`config.mk`:
```
export PLATFORM = sky130hd
export DESIGN_NAME = exhaustive_sweeper_flat
export DESIGN_NICKNAME = d
export VERILOG_FILES = /design/src/rtl/sweeper_pkg.sv /design/src/rtl/exhaustive_sweeper_if.sv /design/src/rtl/sweep_checker.sv /design/src/rtl/exhaustive_sweeper.sv /design/src/flat_wrapper.sv
export SDC_FILE = /design/constraint.sdc
export NUM_CORES = 1
export LEC_CHECK = 0
export ABC_AREA = 0
export BUFFER_PORTS_ARGS = -buffer_cell sky130_fd_sc_hd__buf_2
export CAP_MARGIN = 20
export CORE_UTILIZATION = 47
export CTS_CLUSTER_SIZE = 30
export DETAILED_ROUTE_END_ITERATION = 10
export GPL_ROUTABILITY_DRIVEN = 0
export PLACE_DENSITY = 0.79
export SLEW_MARGIN = 20
export SYNTH_ARGS = -nofsm -noshare
export SYNTH_HDL_FRONTEND = slang
export SYNTH_SLANG_ARGS = --single-unit
```
`constraint.sdc`:
```
create_clock -name clk -period 1.9 [get_ports clk]
set_input_delay 0.285 -clock clk [delete_from_list [all_inputs] [get_ports clk]]
set_output_delay 0.285 -clock clk [all_outputs]
set_load 0.05 [all_outputs]
```
`src/rtl/sweeper_pkg.sv`:
```
// Shared types and helpers for the exhaustive input sweeper.
// FSM encoding, Gray conversion and hold-counter sizing.
package sweeper_pkg;

  typedef enum logic [1:0] {
    IDLE = 2'd0,
    RUN  = 2'd1,
    FIN  = 2'd2
  } state_e;

  localparam int MAX_N_IN = 8;

  function automatic int hold_w(input int hold);
    return $clog2(hold);
  endfunction

  function automatic logic [MAX_N_IN-1:0] to_gray(
    input logic [MAX_N_IN-1:0] b
  );
    return b ^ (b >> 1);
  endfunction

endpackage

```
`src/rtl/exhaustive_sweeper_if.sv`:
```
// Sweep control, stimulus and result bundle.
// master = sweeper side, slave = controller / device side.
interface exhaustive_sweeper_if #(
  parameter int N_IN = 4
);
  logic            start;
  logic            mode;
  logic            dut_f;
  logic [N_IN-1:0] stim;
  logic            busy;
  logic            done;
  logic [N_IN:0]   err_count;
  logic [N_IN-1:0] first_err;
  logic            first_err_vld;

  modport master (
    input  start, mode, dut_f,
    output stim, busy, done,
    output err_count, first_err, first_err_vld
  );

  modport slave (
    output start, mode, dut_f,
    input  stim, busy, done,
    input  err_count, first_err, first_err_vld
  );
endinterface

```
`src/rtl/sweep_checker.sv`:
```
// Compares sampled device response against the golden table;
// keeps a saturating error count and the first failing vector.
module sweep_checker #(
  parameter int N_IN = 4,
  parameter logic [2**N_IN-1:0] GOLDEN = '0
) (
  input  logic            clk,
  input  logic            rst,
  input  logic            clear,
  input  logic            sample,
  input  logic [N_IN-1:0] stim,
  input  logic            dut_f,
  output logic [N_IN:0]   err_count,
  output logic [N_IN-1:0] first_err,
  output logic            first_err_vld
);

  localparam logic [N_IN:0] ERR_MAX = {1'b1, {N_IN{1'b0}}};

  logic exp_f;
  logic miss;

  assign exp_f = GOLDEN[stim];
  assign miss  = sample && (dut_f != exp_f);

  always_ff @(posedge clk or posedge rst) begin
    if (rst) begin
      err_count     <= '0;
      first_err     <= '0;
      first_err_vld <= 1'b0;
    end else if (clear) begin
      err_count     <= '0;
      first_err     <= '0;
      first_err_vld <= 1'b0;
    end else if (miss) begin
      if (err_count != ERR_MAX)
        err_count <= err_count + 1'b1;
      if (!first_err_vld) begin
        first_err     <= stim;
        first_err_vld <= 1'b1;
      end
    end
  end

endmodule

```
`src/rtl/exhaustive_sweeper.sv`:
```
// Drives every input vector (binary or Gray order) for HOLD
// cycles each and checks the device response against GOLDEN.
module exhaustive_sweeper
  import sweeper_pkg::*;
#(
  parameter int N_IN = 4,
  parameter int HOLD = 10,
  parameter logic [2**N_IN-1:0] GOLDEN = '0
) (
  input  logic                clk,
  input  logic                rst,
  exhaustive_sweeper_if.master bus
);

  localparam int HW = hold_w(HOLD);

  state_e          state_q, state_d;
  logic [N_IN-1:0] idx_q, idx_d;
  logic [HW-1:0]   hold_q, hold_d;
  logic            mode_q, mode_d;
  logic            done_q, done_d;

  logic accept;
  logic last_hold;
  logic last_vec;
  logic sample;
  logic [MAX_N_IN-1:0] gray_full;
  logic [N_IN-1:0]     stim;
  logic                gray_unused;

  assign accept    = bus.start && (state_q != RUN);
  assign last_hold = (hold_q == HW'(HOLD - 1));
  assign last_vec  = &idx_q;
  assign sample    = (state_q == RUN) && last_hold;

  assign gray_full   = to_gray(MAX_N_IN'(idx_q));
  assign gray_unused = &{1'b0, gray_full};

  always_comb begin
    stim = '0;
    if (state_q == RUN)
      stim = mode_q ? gray_full[N_IN-1:0] : idx_q;
  end

  always_ff @(posedge clk or posedge rst) begin
    if (rst) begin
      state_q <= IDLE;
      idx_q   <= '0;
      hold_q  <= '0;
      mode_q  <= 1'b0;
      done_q  <= 1'b0;
    end else begin
      state_q <= state_d;
      idx_q   <= idx_d;
      hold_q  <= hold_d;
      mode_q  <= mode_d;
      done_q  <= done_d;
    end
  end

  always_comb begin
    state_d = state_q;
    idx_d   = idx_q;
    hold_d  = hold_q;
    mode_d  = mode_q;
    done_d  = done_q;
    unique case (state_q)
      IDLE, FIN: begin
        if (accept) begin
          state_d = RUN;
          idx_d   = '0;
          hold_d  = '0;
          mode_d  = bus.mode;
          done_d  = 1'b0;
        end
      end
      RUN: begin
        if (last_hold) begin
          hold_d = '0;
          if (last_vec) begin
            state_d = FIN;
            idx_d   = '0;
            done_d  = 1'b1;
          end else begin
            idx_d = idx_q + 1'b1;
          end
        end else begin
          hold_d = hold_q + 1'b1;
        end
      end
      default: state_d = IDLE;
    endcase
  end

  assign bus.stim = stim;
  assign bus.busy = (state_q == RUN);
  assign bus.done = done_q;

  sweep_checker #(
    .N_IN   (N_IN),
    .GOLDEN (GOLDEN)
  ) u_chk (
    .clk           (clk),
    .rst           (rst),
    .clear         (accept),
    .sample        (sample),
    .stim          (stim),
    .dut_f         (bus.dut_f),
    .err_count     (bus.err_count),
    .first_err     (bus.first_err),
    .first_err_vld (bus.first_err_vld)
  );

endmodule

```
`src/flat_wrapper.sv`:
```
// flat-port wrapper written by rule: the top's interface ports become plain ports
module exhaustive_sweeper_flat import sweeper_pkg::*;
#(
  parameter int N_IN = 4,
  parameter int HOLD = 10,
  parameter logic [2**N_IN-1:0] GOLDEN = '0
)
  (clk, rst, bus_start, bus_mode, bus_dut_f, bus_stim, bus_busy, bus_done, bus_err_count, bus_first_err, bus_first_err_vld);
  exhaustive_sweeper_if #(.N_IN(N_IN)) bus_i ();
  input  logic clk;
  input  logic rst;
  input wire logic [$bits(bus_i.start)-1:0] bus_start;
  input wire logic [$bits(bus_i.mode)-1:0] bus_mode;
  input wire logic [$bits(bus_i.dut_f)-1:0] bus_dut_f;
  output wire logic [$bits(bus_i.stim)-1:0] bus_stim;
  output wire logic [$bits(bus_i.busy)-1:0] bus_busy;
  output wire logic [$bits(bus_i.done)-1:0] bus_done;
  output wire logic [$bits(bus_i.err_count)-1:0] bus_err_count;
  output wire logic [$bits(bus_i.first_err)-1:0] bus_first_err;
  output wire logic [$bits(bus_i.first_err_vld)-1:0] bus_first_err_vld;
  assign bus_i.start = bus_start;
  assign bus_i.mode = bus_mode;
  assign bus_i.dut_f = bus_dut_f;
  assign bus_stim = bus_i.stim;
  assign bus_busy = bus_i.busy;
  assign bus_done = bus_i.done;
  assign bus_err_count = bus_i.err_count;
  assign bus_first_err = bus_i.first_err;
  assign bus_first_err_vld = bus_i.first_err_vld;
  exhaustive_sweeper #(.N_IN(N_IN), .HOLD(HOLD), .GOLDEN(GOLDEN)) u_core (.clk(clk), .rst(rst), .bus(bus_i));
endmodule
```
### After elaboration in Yosys (flattened, before gate mapping)

Memory sizes are Yosys's and may differ from the RTL's.
Cells that the tools add are included.

* bits in registers: 22
* memory bits (read-only): 16
* output and inout port bits: 16
* memories: 1

* add/subtract/negate cells: 3
* $lt $le $gt $ge: 1
* equal/unequal tests: 10
* multiplexer cells: 25
* bitwise operators: 1
* reductions and logical operators: 16

Memories
* (name not given): words 16, bits a word 1, read ports 1, clocked after Yosys merged registers in 0, write ports 0, line sweep_checker.sv:23 `assign exp_f = GOLDEN[stim];`

Operators by type and width (number)
* 2-to-1 mux 4 bit: 9
* one-hot mux 4 bit (2 select lines): 2
* 2-to-1 mux 5 bit: 3
* inequality test 2 x 1 -> 1 bit, second input constant: 5
* adder 4 x 1 -> 4 bit, second input constant: 2
* AND reduction 2 bit: 4
* AND reduction 4 bit: 2
* 2-to-1 mux 1 bit: 6
* 2-to-1 mux 2 bit: 3
* AND reduction 3 bit: 2
* nonzero test 2 bit: 3
* adder 5 x 1 -> 5 bit, second input constant: 1
* < comparator 4 x 5 -> 1 bit, second input constant: 1
* inequality test 5 bit, second input constant: 1
* equality test 4 bit, second input constant: 1
* one-hot mux 2 bit (2 select lines): 1
* bitwise XOR 4 x 3 -> 4 bit: 1
* logical AND 1 bit: 3
* equality test 2 x 1 -> 1 bit, second input constant: 1
* equality test 2 bit, second input constant: 1
* logical NOT 2 bit: 1
* one-hot mux 1 bit (2 select lines): 1
* OR reduction 2 bit: 1
* inequality test 1 bit: 1

### Longest topological paths before layout

* word-level depth: 9
* gate-level depth with buffers: 6
* depth with buffers taken out: 5

### Modules after synthesis

Synthesis repeated with hierarchy kept, for this count alone.

* cells, all modules: 124
* area, all modules: 1243.7 um^2

By module, submodules not included
* exhaustive_sweeper: instances 1, cells each 75, area an instance 753.2 um^2
* sweep_checker: instances 1, cells each 49, area an instance 490.5 um^2

### Least setup slack after synthesis

Ideal clock, no wire load.

* kind: register -> register
* start: register u_core.u_chk.err_count[0]
* end: register u_core.u_chk.err_count[0]
* arrival: 1.826 ns
* path slack: -0.051 ns
* cell stages (with the launch flop): 6
* period minus slack after synthesis: 1.951 ns
* path through: dfrtp_1 > inv_1 > ha_1 > and4bb_2 > nor4b_4 > mux2_2

* word-level cells in the longest chain between the ends: 4
* elaborated cells between the ends (all ways): 7
* those cells by class: 1 x add/sub; 1 x eq/ne; 3 x mux; 2 x reduce/logical

Ends and longest elaborated chain
* start, declared: line sweep_checker.sv:13 `output logic [N_IN:0] err_count,`
* start signal, assigned: line sweep_checker.sv:37 `err_count <= err_count + 1'b1;`
* adder 5 x 1 -> 5 bit: line sweep_checker.sv:37
* 2-to-1 mux 5 bit: line sweep_checker.sv:36 `if (err_count != ERR_MAX)`
* 2-to-1 mux 5 bit: line sweep_checker.sv:35 `end else if (miss) begin`
* 2-to-1 mux 5 bit: line sweep_checker.sv:31 `end else if (clear) begin`

Several ways; a longest one is shown, not always the timed one. The select of a mux whose other input is x is not followed.
A chain may end at the register's enable or synchronous reset.

### Final worst setup path

* start: register u_core.state_q[1]
* end: output port bus_stim[3]

* word-level cells in the longest chain between the ends: 2

Ends and longest elaborated chain
* start, declared: line exhaustive_sweeper.sv:17 `state_e state_q, state_d;`
* start signal, assigned: line exhaustive_sweeper.sv:53 `state_q <= state_d;`
* equality test 2 x 1 -> 1 bit: line exhaustive_sweeper.sv:41 `if (state_q == RUN)`
* 2-to-1 mux 4 bit: line exhaustive_sweeper.sv:41
* end, declared: line flat_wrapper.sv:15 `output wire logic [$bits(bus_i.stim)-1:0] bus_stim;`

No other way between the ends.

==> metrics list <==
- TritonCTS built the clock tree.
* Total half-perimeter wirelength after legalization and detailed placement: about 2.1 mm
- Top cell type by total area after synthesis: sky130_fd_sc_hd__dfrtp_1
* Unique masters post-synth: 36
* Final setup violating endpoints: 0
- In this run the number of H-tree levels came out at 1.
- Nets: between 150 and 200
* Setup crit end kind: output port
- Count of input and output buffers: 20
- Number of buffers inserted to repair setup after CTS: 0
* Mean instance size in the synthesized netlist: around 11 µm²
* Chip width: roughly 54 µm
* Congestion Overflow GR: 0
* Number of enable flip-flop cells after synthesis: 0
- The worst hold path passes through 2 cells.
- Once placement finished, the instance area stood at roughly 0.0014 mm².
* DR iter-0 viols: 22
- After detailed routing, the average wire length per cell comes to about 16 µm.
* Final antenna-violating net count: 0
- The region available for standard cell placement spans approximately 0.0025 mm².
- Along the worst path, the maximum fanout reaches 8.
- P&R area growth vs syn: 16.50%
- For this design the static power due to leakage is ~0.76 nW.
* Slew at the pin closest to its max-slew limit: 0.5196 ns
* Overall Global Routing Usage: between 20% and 30%
* FFs w/ async S/R, synth: 100.0%
* Wire length of the first global-routing pass: between 4 and 5 mm
- Post-synthesis instance total: roughly 120
- Register area share after synthesis: between 40% and 50%
* Initial cell density of the core: roughly half
- Together, buffers and inverters on the worst path number 3.
* Post-layout minimum cycle time: ~1.8 ns
- The final layout contains routed wiring with a total length of ~2.8 mm.
* Top-level port count: 21
- IR analysis of the VDD net gives a maximum drop of ~1.1 mV.
* Smallest hold slack: a little under 0.2 ns
- Source-to-sink clock delay at the later pin of the worst-skew pair: roughly 0.32 ns
- CP required: roughly 1.6 ns
- Summing over every cut layer, the via total after detailed routing is a little over 1000.
- Post-synthesis sequential element count: 22
* Arrival time worst endpoint: 1.56 ns
- Final max-slew violation count: 0
* Skew final: ~0.0096 ns
- Ordered list of cells on the worst path: nand2b_2, inv_2, nand2_1, inv_1, clkbuf_4
- The largest single stage delay on the critical path is between 0.4 and 0.5 ns.
- CTS Buf Count: 3
- Vias per inst: 5.988
* Clock slew at reported path FFs: between 0.1 and 0.15 ns
- DRC violation count after routing: 0
- Synth Cell Area: between 0.001 and 0.0015 mm²
* DRT Pass-1 Iters: 4
* Cell at the root of the clock tree: sky130_fd_sc_hd__clkbuf_4
* Final Cycle Share: about 97%
* RSZ-0062 raised after global routing: no
- The floorplan step set the die height to about 54 µm.
* Highest clock frequency the design can meet: around 540 MHz
- Final design area excluding fillers: 0.001475 mm²
- Hold WC Path Type: input port to flop
- Standard-cell rows: 18
- The worst setup path is of the flop to output port kind.
- The via count of the first global-routing pass was 1004.
* Antenna violations before repair: 0
* Max Buffers Root-to-Sink: 2
- Warnings, synthesis: 0
* Max-Cap Viols: 0
* Final Hold Viols: 0
- Clock net sink count: 22
* Largest cells by area after synthesis: sky130_fd_sc_hd__dfrtp_1 (43%), sky130_fd_sc_hd__ha_1 (6.9%), sky130_fd_sc_hd__mux2_2 (6.2%), sky130_fd_sc_hd__mux2i_1 (4.7%), sky130_fd_sc_hd__a21boi_0 (2.4%)
* Depth of the worst register-to-register path: 5
* Cell class contributing the biggest share of worst-path delay: flip-flops
* Total Die Area: between 0.002 and 0.003 mm²
- Power density cells: about 1200 mW/mm²
- Setup Total Neg Slack: 0 ns
- Counting buffers and inverters, the worst setup path is 5 cells deep.
* Headroom to the max-slew limit: between 60% and 70%
- 0 antenna diodes ended up in the layout.
* Most instantiated flip-flop cell in the synthesis netlist: sky130_fd_sc_hd__dfrtp_1
* Area share of the largest cell type after synthesis: a little over two fifths
- STA classifies the critical path startpoint as a flop.
- The worst path meets setup with 0.05677 ns of slack.
* Slowest cell on crit path: sky130_fd_sc_hd__dfrtp_1
* Status: finished, final reports clean
- Entering global routing, the biggest net connects 14 pins.
- Fraction of layout cells with a size suffix above 1: between 30% and 40%
- Post-place setup slack: 0.2199 ns
- When the netlist entered floorplanning its net count stood at 130.
[Yosys cell counts (all sizes together) (4+ instances only)]
master / number
dfrtp: 22
inv: 8
nand2: 8
ha: 7
mux2: 7
mux2i: 6
o21ai: 6
a21boi: 5
buf: 5
nand3: 5
nor2: 4
[cell usage in the layout, fill, tap and decap left out, types with 5 or more instances in the layout]
cell type,instances
sky130_fd_sc_hd__inv_1,7
sky130_fd_sc_hd__mux2_2,7
sky130_fd_sc_hd__buf_2,15
sky130_fd_sc_hd__ha_1,7
sky130_fd_sc_hd__nand3_1,5
sky130_fd_sc_hd__nand2_1,8
sky130_fd_sc_hd__clkbuf_4,5
sky130_fd_sc_hd__mux2i_1,6
sky130_fd_sc_hd__dfrtp_1,20
sky130_fd_sc_hd__o21ai_0,5
[area by class of cell]
cell class / instances / area (µm²)
Inverter: 8 / 30.03
Timing Repair Buffer: 25 / 163.9
Tap cell: 30 / 37.54
Multi-Input combinational cell: 82 / 654.4
Sequential cell: 22 / 553.0
Fill cell: 219 / 1047
Clock buffer: 4 / 36.28
[through the flow]
stage / util [%] / cells / power (mW)
floorplan: - / 118 / 1.339
global placement: 55.31 / 166 / 1.496
detailed placement: 55.31 / 166 / 1.526
CTS: 57.44 / 171 / 1.807
global route: 58.48 / 171 / 1.961
finish: 58.48 / 171 / 1.833
[what timing repair did]
item,4_1_cts,5_1_grt
hold buffers,1,0
endpoints found under the hold margin,12,0
setup endpoints to repair,5,5
pin swaps,0,0
cloned,0,0
resized for setup,4,9
[flip-flops by register name, indices dropped and copies added (netlist names)]
signal / count
u_core.u_chk.err_count: 5
u_core.mode_q: 1
u_core.bus.done: 1
u_core.u_chk.first_err_vld: 1
u_core.state_q: 2
u_core.u_chk.first_err: 4
u_core.idx_q: 4
u_core.hold_q: 4
[worst reg2reg max path, delay by kind of cell (launching register included)]
kind | cells | cell delay (ns)
and+or+nand+nor | 2 | 0.73
adders and majority gates | 1 | 0.21
AOI/OAI and AO/OA | 1 | 0.20
DFF | 1 | 0.42
buffers and inverters | 1 | 0.08
[logic make-up after synthesis]
logic type	Yosys count	share of synthesized area [%]
buffers and inverters	14	5.633
AOI/OAI and AO/OA	24	12.55
muxes	13	10.97
xor gates and xnor gates	1	0.6918
DFF	22	43.48
adders and majority gates	7	6.917
and+or+nand+nor	37	19.76
[per-layer routing]
| metal | vias to the layer above | track usage [%] | part of all wire, % |
|---|---|---|---|
| met5 | - | 0 | 0 |
| met4 | 0 | 8.772 | 1.5 |
| met3 | 7 | 3.672 | 4.3 |
| met2 | 29 | 37.86 | 53 |
| met1 | 511 | 28.34 | 41 |
| li1 | 477 | - | - |
[where the power goes]
part / leakage [nW] / switching (mW) / internal, mW / total, mW
clock: 0.0210 / 0.145 / 0.117 / 0.262
combinational: 0.463 / 0.531 / 0.318 / 0.849
sequential: 0.281 / 0.131 / 0.591 / 0.722
total: 0.765 / 0.807 / 1.03 / 1.83
[path summary, 6_finish.rpt]
| kind | slack [ns] | end | from |
|---|---|---|---|
| min in group asynchronous | 0.54 | u_core.hold_q[1] | rst |
| max in group asynchronous | 0.82 | u_core.state_q[1] | rst |
| max | 0.06 | bus_stim[3] | u_core.state_q[1] |
| min reg2reg | 0.53 | u_core.bus.done | u_core.bus.done |
| max reg2reg | 0.19 | u_core.u_chk.err_count[2] | u_core.hold_q[1] |
| min | 0.19 | u_core.mode_q | bus_mode |
(Power assumes the default switching activity.)
